File: src/rtl/decompression_unit_if.sv
// rtl/decompression_unit_if.sv - stream and control bundle for the zero-run decoder
//   master: drives start/total_len, the compressed pair stream and out_ready
//   slave : drives in_ready, the dense element stream and busy/done/err
interface decompression_unit_if #(
  parameter int DATA_W = 16,
  parameter int IDX_W  = 4,
  parameter int LEN_W  = 10
);
  logic              start;
  logic [LEN_W:0]    total_len;
  logic              in_valid;
  logic              in_ready;
  logic [DATA_W-1:0] in_data;
  logic [IDX_W-1:0]  in_index;
  logic              in_last;
  logic              out_valid;
  logic              out_ready;
  logic [DATA_W-1:0] out_data;
  logic [LEN_W-1:0]  out_pos;
  logic              out_last;
  logic              busy;
  logic              done;
  logic              err;

  modport master (
    output start, total_len, in_valid, in_data, in_index, in_last, out_ready,
    input  in_ready, out_valid, out_data, out_pos, out_last, busy, done, err
  );

  modport slave (
    input  start, total_len, in_valid, in_data, in_index, in_last, out_ready,
    output in_ready, out_valid, out_data, out_pos, out_last, busy, done, err
  );
endinterface

File: src/rtl/decompression_unit.sv
// rtl/decompression_unit.sv - zero-run decoder expanding (value, run) pairs into a dense channel
//   clk, rst : single clock, synchronous active-high reset
//   bus      : slave side of decompression_unit_if
//              start/total_len begin a channel, in_* carries compressed pairs,
//              out_* carries dense elements with their position, busy/done/err report status
module decompression_unit #(
  parameter int DATA_W = 16,
  parameter int IDX_W  = 4,
  parameter int LEN_W  = 10
) (
  input  logic               clk,
  input  logic               rst,
  decompression_unit_if.slave bus
);

  typedef enum logic [2:0] {
    S_IDLE,
    S_FETCH,
    S_ZERO,
    S_VAL,
    S_PAD,
    S_DONE
  } state_t;

  localparam logic [LEN_W:0]   POS_ONE = {{LEN_W{1'b0}}, 1'b1};
  localparam logic [IDX_W-1:0] RUN_ONE = {{(IDX_W-1){1'b0}}, 1'b1};

  state_t            state_q, state_d;
  logic [LEN_W:0]    pos_q, pos_d;
  logic [LEN_W:0]    len_q, len_d;
  logic [IDX_W-1:0]  run_q, run_d;
  logic [DATA_W-1:0] val_q, val_d;
  logic              last_f_q, last_f_d;
  logic              err_q, err_d;

  logic              emit_state;
  logic              out_valid;
  logic              overflow;
  logic              advance;
  logic              in_fire;
  logic [LEN_W:0]    pos_inc;

  assign pos_inc    = pos_q + POS_ONE;
  assign emit_state = (state_q == S_ZERO) || (state_q == S_VAL) || (state_q == S_PAD);
  assign out_valid  = emit_state && (pos_q < len_q);
  // Elements past len are discarded at one per cycle so the pair stream is
  // still fully consumed and the channel still terminates.
  assign overflow   = ((state_q == S_ZERO) || (state_q == S_VAL)) && (pos_q >= len_q);
  assign advance    = (out_valid && bus.out_ready) || overflow;
  assign in_fire    = (state_q == S_FETCH) && bus.in_valid;

  always_comb begin
    state_d  = state_q;
    pos_d    = pos_q;
    len_d    = len_q;
    run_d    = run_q;
    val_d    = val_q;
    last_f_d = last_f_q;
    err_d    = err_q;

    case (state_q)
      S_IDLE: begin
        if (bus.start) begin
          len_d   = bus.total_len;
          pos_d   = '0;
          err_d   = 1'b0;
          state_d = (bus.total_len == '0) ? S_DONE : S_FETCH;
        end
      end

      S_FETCH: begin
        if (in_fire) begin
          val_d    = bus.in_data;
          run_d    = bus.in_index;
          last_f_d = bus.in_last;
          state_d  = (bus.in_index != '0) ? S_ZERO : S_VAL;
        end
      end

      S_ZERO: begin
        if (advance) begin
          if (overflow) err_d = 1'b1;
          else          pos_d = pos_inc;
          run_d = run_q - RUN_ONE;
          if (run_q == RUN_ONE) state_d = S_VAL;
        end
      end

      S_VAL: begin
        if (advance) begin
          if (overflow) err_d = 1'b1;
          else          pos_d = pos_inc;
          if (!last_f_q)           state_d = S_FETCH;
          else if (overflow)       state_d = S_DONE;
          else if (pos_inc == len_q) state_d = S_DONE;
          else                     state_d = S_PAD;
        end
      end

      S_PAD: begin
        if (advance) begin
          pos_d = pos_inc;
          if (pos_inc == len_q) state_d = S_DONE;
        end
      end

      S_DONE: state_d = S_IDLE;

      default: state_d = S_IDLE;
    endcase
  end

  always_ff @(posedge clk) begin
    if (rst) begin
      state_q  <= S_IDLE;
      pos_q    <= '0;
      len_q    <= '0;
      run_q    <= '0;
      val_q    <= '0;
      last_f_q <= 1'b0;
      err_q    <= 1'b0;
    end else begin
      state_q  <= state_d;
      pos_q    <= pos_d;
      len_q    <= len_d;
      run_q    <= run_d;
      val_q    <= val_d;
      last_f_q <= last_f_d;
      err_q    <= err_d;
    end
  end

  // All outputs decode registered state only; nothing here looks at bus inputs.
  assign bus.in_ready  = (state_q == S_FETCH);
  assign bus.out_valid = out_valid;
  assign bus.out_data  = (state_q == S_VAL) ? val_q : '0;
  assign bus.out_pos   = pos_q[LEN_W-1:0];
  assign bus.out_last  = out_valid && (pos_inc == len_q);
  assign bus.busy      = (state_q != S_IDLE);
  assign bus.done      = (state_q == S_DONE);
  assign bus.err       = err_q;

endmodule
File: src/flat_wrapper.sv
// flat-port wrapper written by rule: the top's interface ports become plain ports
module decompression_unit_flat 
#(
  parameter int DATA_W = 16,
  parameter int IDX_W  = 4,
  parameter int LEN_W  = 10
)
  (clk, rst, bus_start, bus_total_len, bus_in_valid, bus_in_data, bus_in_index, bus_in_last, bus_out_ready, bus_in_ready, bus_out_valid, bus_out_data, bus_out_pos, bus_out_last, bus_busy, bus_done, bus_err);
  decompression_unit_if #(.DATA_W(DATA_W), .IDX_W(IDX_W), .LEN_W(LEN_W)) bus_i ();
  input  logic clk;
  input  logic rst;
  input wire logic [$bits(bus_i.start)-1:0] bus_start;
  input wire logic [$bits(bus_i.total_len)-1:0] bus_total_len;
  input wire logic [$bits(bus_i.in_valid)-1:0] bus_in_valid;
  input wire logic [$bits(bus_i.in_data)-1:0] bus_in_data;
  input wire logic [$bits(bus_i.in_index)-1:0] bus_in_index;
  input wire logic [$bits(bus_i.in_last)-1:0] bus_in_last;
  input wire logic [$bits(bus_i.out_ready)-1:0] bus_out_ready;
  output wire logic [$bits(bus_i.in_ready)-1:0] bus_in_ready;
  output wire logic [$bits(bus_i.out_valid)-1:0] bus_out_valid;
  output wire logic [$bits(bus_i.out_data)-1:0] bus_out_data;
  output wire logic [$bits(bus_i.out_pos)-1:0] bus_out_pos;
  output wire logic [$bits(bus_i.out_last)-1:0] bus_out_last;
  output wire logic [$bits(bus_i.busy)-1:0] bus_busy;
  output wire logic [$bits(bus_i.done)-1:0] bus_done;
  output wire logic [$bits(bus_i.err)-1:0] bus_err;
  assign bus_i.start = bus_start;
  assign bus_i.total_len = bus_total_len;
  assign bus_i.in_valid = bus_in_valid;
  assign bus_i.in_data = bus_in_data;
  assign bus_i.in_index = bus_in_index;
  assign bus_i.in_last = bus_in_last;
  assign bus_i.out_ready = bus_out_ready;
  assign bus_in_ready = bus_i.in_ready;
  assign bus_out_valid = bus_i.out_valid;
  assign bus_out_data = bus_i.out_data;
  assign bus_out_pos = bus_i.out_pos;
  assign bus_out_last = bus_i.out_last;
  assign bus_busy = bus_i.busy;
  assign bus_done = bus_i.done;
  assign bus_err = bus_i.err;
  decompression_unit #(.DATA_W(DATA_W), .IDX_W(IDX_W), .LEN_W(LEN_W)) u_core (.clk(clk), .rst(rst), .bus(bus_i));
endmodule
File: config.mk
export PLATFORM = sky130hd
export DESIGN_NAME = decompression_unit_flat
export DESIGN_NICKNAME = d
export VERILOG_FILES = /design/src/rtl/decompression_unit_if.sv /design/src/rtl/decompression_unit.sv /design/src/flat_wrapper.sv
export SDC_FILE = /design/constraint.sdc
export NUM_CORES = 1
export LEC_CHECK = 0
export ABC_CLOCK_PERIOD_IN_PS = 4040
export CORE_MARGIN = 5
export CORE_UTILIZATION = 40
export DETAILED_ROUTE_END_ITERATION = 7
export MAX_ROUTING_LAYER = met4
export PLACE_DENSITY = 0.69
export SLEW_MARGIN = 20
export SYNTH_ARGS = -nofsm -noshare
export SYNTH_HDL_FRONTEND = slang
export SYNTH_SLANG_ARGS = --single-unit
File: constraint.sdc
create_clock -name clk -period 4.04 [get_ports clk]
set_input_delay 0.808 -clock clk [delete_from_list [all_inputs] [get_ports clk]]
set_output_delay 0.808 -clock clk [all_outputs]
set_load 0.02 [all_outputs]
==> impl_metrics.sql <==
INSERT INTO impl_metrics (metric_group, metric, value, unit) VALUES
('sta', 'finClkSkew', '0.0110', 'ns'),
('power_and_ir_drop', 'netSwitchingPower', '0.424', 'mW'),
('synthesis', 'synth.cell_area', '2880', 'sq um'),
('floorplan', 'pin_count', '69', ''),
('worst_setup_path', 'path_cells', 'ha_1, and4_1, nand2_1, a32oi_1, nand4_1, nor4_4, and2_1, clkdlybuf4s50_1', ''),
('cts', 'cts-hold-fix-buffers', '0', ''),
('detailed_routing', 'routed_via_density', '5.23', ''),
('worst_setup_path', 'critPathCaptureType', 'primary output', ''),
('synthesis', 'yosysTopAreaCellShare', '32.6', '%'),
('sta', 'tightest_slew', '0.774', 'ns'),
('worst_setup_path', 'criticalPathCategory', 'flip-flop to primary output', ''),
('sta', 'hold_ws', '0.455', 'ns'),
('global_route', 'antenna_found_initial', '0', ''),
('synthesis', 'netlist_top_cells_area', 'sky130_fd_sc_hd__dfxtp_1 (33%), sky130_fd_sc_hd__a21oi_1 (9.4%), sky130_fd_sc_hd__nand2_1 (9.2%)', ''),
('synthesis', 'yosysTopAreaCell', 'sky130_fd_sc_hd__dfxtp_1', ''),
('floorplan', 'die_y', '94.9', 'microns'),
('job', 'max-cap-violations', '0', ''),
('floorplan', 'dieWidth', '94.9', 'microns'),
('power_and_ir_drop', 'ir_worst_vdd', '0.000158', 'V'),
('sta', 'setup_viol', '0', ''),
('global_route', 'grt_start_max_net_pins', '48', ''),
('synthesis', 'postSynthNetCount', '443', ''),
('global_route', 'grt_first_pass_wirelength', '12.6', 'mm'),
('worst_setup_path', 'critical_path.max_stage_delay', '0.60', 'ns'),
('detailed_routing', 'met1_routed_wirelength_after_detailed_routing', '3.50', 'mm'),
('global_route', 'grt_util_all_layers', '17.9', '%'),
('synthesis', 'post-synth-top-count-cell', 'sky130_fd_sc_hd__nand2_1', ''),
('cts', 'tritoncts_clock_tree', 'yes', ''),
('cts', 'cts_post_setup_buffers_inserted', '0', ''),
('cells_and_area', 'antennaDiodeCount', '0', ''),
('synthesis', 'yosys_warnings', '0', ''),
('synthesis', 'seq_area_frac_synth', '32.6', '%'),
('status', 'outcome', 'finished clean', ''),
('cells_and_area', 'areaGrowthSynthToFinish', '26.9', '%'),
('worst_hold_path', 'hold_path_startpoint', 'u_core.val_q[1]', ''),
('synthesis', 'yosys-top-cells-count', 'sky130_fd_sc_hd__nand2_1 (71), sky130_fd_sc_hd__a21oi_1 (54), sky130_fd_sc_hd__dfxtp_1 (47)', ''),
('sta', 'max_freq', '0.266', 'GHz'),
('power_and_ir_drop', 'internal_power_contribution', '0.774', 'mW'),
('cts', 'post_cts_resized', '0', ''),
('power_and_ir_drop', 'power.leakage', '1.37', 'nW'),
('sta', 'final_period_minus_worst_setup_slack', '3.77', 'ns'),
('detailed_routing', 'dr.pass1.iters', '4', ''),
('power_and_ir_drop', 'cellPowerDensity', '328', 'nW/um^2'),
('global_route', 'globalRouteOverflowTotal', '0', ''),
('cells_and_area', 'final_net_count', '492', ''),
('cells_and_area', 'filler_cell_count', '721', ''),
('worst_setup_path', 'worstPathRequired', '3.23', 'ns'),
('sta', 'setup_tns', '0', 'ns'),
('floorplan', 'die-area', '9010', 'sq um'),
('floorplan', 'floorplan.rows', '31', ''),
('power_and_ir_drop', 'clkPwrFrac', '26.0', '%'),
('detailed_routing', 'final_antenna_net_count', '0', ''),
('power_and_ir_drop', 'power', '1.20', 'mW'),
('detailed_routing', 'route.top_layer_used', 'met4', ''),
('power_and_ir_drop', 'netSwitchingFraction', '35.4', '%'),
('worst_setup_path', 'critPathMaxFanout', '7', ''),
('synthesis', 'synth-main-ff-cell', 'sky130_fd_sc_hd__dfxtp_1', ''),
('synthesis', 'synth-edff-count', '0', ''),
('cells_and_area', 'finish.instance_area', '3660', 'sq um'),
('sta', 'drv_slew', '0', ''),
('detailed_routing', 'initialDrtViolationCount', '194', ''),
('synthesis', 'syn_avg_cell_area', '7.35', 'sq um'),
('cts', 'clk_latency', '0.31', 'ns'),
('sta', 'unrepaired_setup_endpoints_after_global_routing', 'false', ''),
('cts', 'htree_levels', '2', ''),
('detailed_routing', 'routed_wirelength', '7.55', 'mm'),
('sta', 'min_period_over_period', '93.2', '%'),
('synthesis', 'ys_seq_elements', '47', ''),
('placed_design', 'place_hpwl', '5.58', 'mm'),
('cts', 'clock_path_buffers', '2', ''),
('synthesis', 'ys_types', '48', '');
## per-layer routing
metal | GRT usage (%) | vias to the layer above
met4 | 5.53 | 0
met5 | - | -
li1 | - | 1452
met3 | 2.79 | 12
met2 | 28.8 | 84
met1 | 23.0 | 1280
## power by group through the flow
stage | Combinational [mW] | Sequential (mW) | Clock (mW)
global route | 0.405 | 0.533 | 0.344
floorplan | 0.246 | 0.530 | 0
global placement | 0.355 | 0.537 | 0
finish | 0.359 | 0.527 | 0.311
CTS | 0.360 | 0.527 | 0.325
detailed placement | 0.358 | 0.538 | 0
## registers in the layout, summed over array words and instances (netlist names)
signal / cells
u_core.val_q: 16
u_core.len_q: 11
u_core.pos_q: 11
u_core.run_q: 4
u_core.state_q: 3
u_core.bus.err: 1
u_core.last_f_q: 1
## worst max-delay path, delay by kind of cell (launching register included)
family | cells | cell delay, ns
AO/OA/AOI/OAI | 1 | 0.20
adder cells (fa/ha/maj) | 1 | 0.31
flip-flops | 1 | 0.44
buffers and inverters | 1 | 0.60
AND/OR/NAND/NOR | 5 | 1.08
## layout make-up
cell class	count	area, sq um	area share, %
inverter	19	71.3	1.95
timing repair buffer	72	711	19.4
clock buffer	5	68.8	1.88
clock inverter	3	27.5	0.753
sequential	47	941	25.7
multi-input combinational	296	1710	46.9
tap	99	124	3.39
## placed cells by master, fill, tap and decap left out, types with 4 or more instances in the layout
cell | synthesis | final
sky130_fd_sc_hd__a211oi_1 | 5 | 5
sky130_fd_sc_hd__a21oi_1 | 54 | 54
sky130_fd_sc_hd__and2_1 | 4 | 4
sky130_fd_sc_hd__and3_1 | 21 | 21
sky130_fd_sc_hd__buf_4 | 11 | 4
sky130_fd_sc_hd__clkbuf_8 | 0 | 5
sky130_fd_sc_hd__clkdlybuf4s50_1 | 0 | 68
sky130_fd_sc_hd__dfxtp_1 | 47 | 47
sky130_fd_sc_hd__ha_1 | 14 | 14
sky130_fd_sc_hd__inv_1 | 18 | 18
sky130_fd_sc_hd__nand2_1 | 71 | 71
sky130_fd_sc_hd__nand3_1 | 7 | 7
sky130_fd_sc_hd__nand3b_1 | 5 | 5
sky130_fd_sc_hd__nand4_1 | 6 | 6
sky130_fd_sc_hd__nor2_1 | 29 | 29
sky130_fd_sc_hd__nor2b_1 | 4 | 4
sky130_fd_sc_hd__nor3_1 | 7 | 7
sky130_fd_sc_hd__o21ai_0 | 9 | 9
sky130_fd_sc_hd__o21ai_1 | 12 | 12
sky130_fd_sc_hd__o22ai_1 | 4 | 4
sky130_fd_sc_hd__xnor2_1 | 7 | 7
sky130_fd_sc_hd__xor2_1 | 5 | 5
## cells by family after synthesis
group,after synthesis,share of synthesized area [%]
AND/OR/NAND/NOR,172,30.1
AO/OA/AOI/OAI,98,19.7
buffers and inverters,49,7.90
adder cells (fa/ha/maj),14,6.08
XOR/XNOR,12,3.65
flip-flops,47,32.6
## path summary, 6_finish.rpt
check | to | slack (ns) | cells after the start
setup / recovery | bus_out_last | 0.27 | 8
hold / removal | u_core.val_q[1] | 0.46 | 2
setup reg to reg | u_core.pos_q[1] | 1.34 | 8
hold reg to reg | u_core.val_q[1] | 0.46 | 2
## stage by stage
stage          instances  util (%)  setup slack [ns]
6_report             541      51.2             0.275
5_1_grt              541      51.2             0.120
4_1_cts              541      51.2             0.255
3_5_place_dp         533      49.9             0.612
3_3_place_gp         533      49.9             0.675
2_1_floorplan        392         -              1.19
No activity file was read; power rests on OpenSTA's default activity.
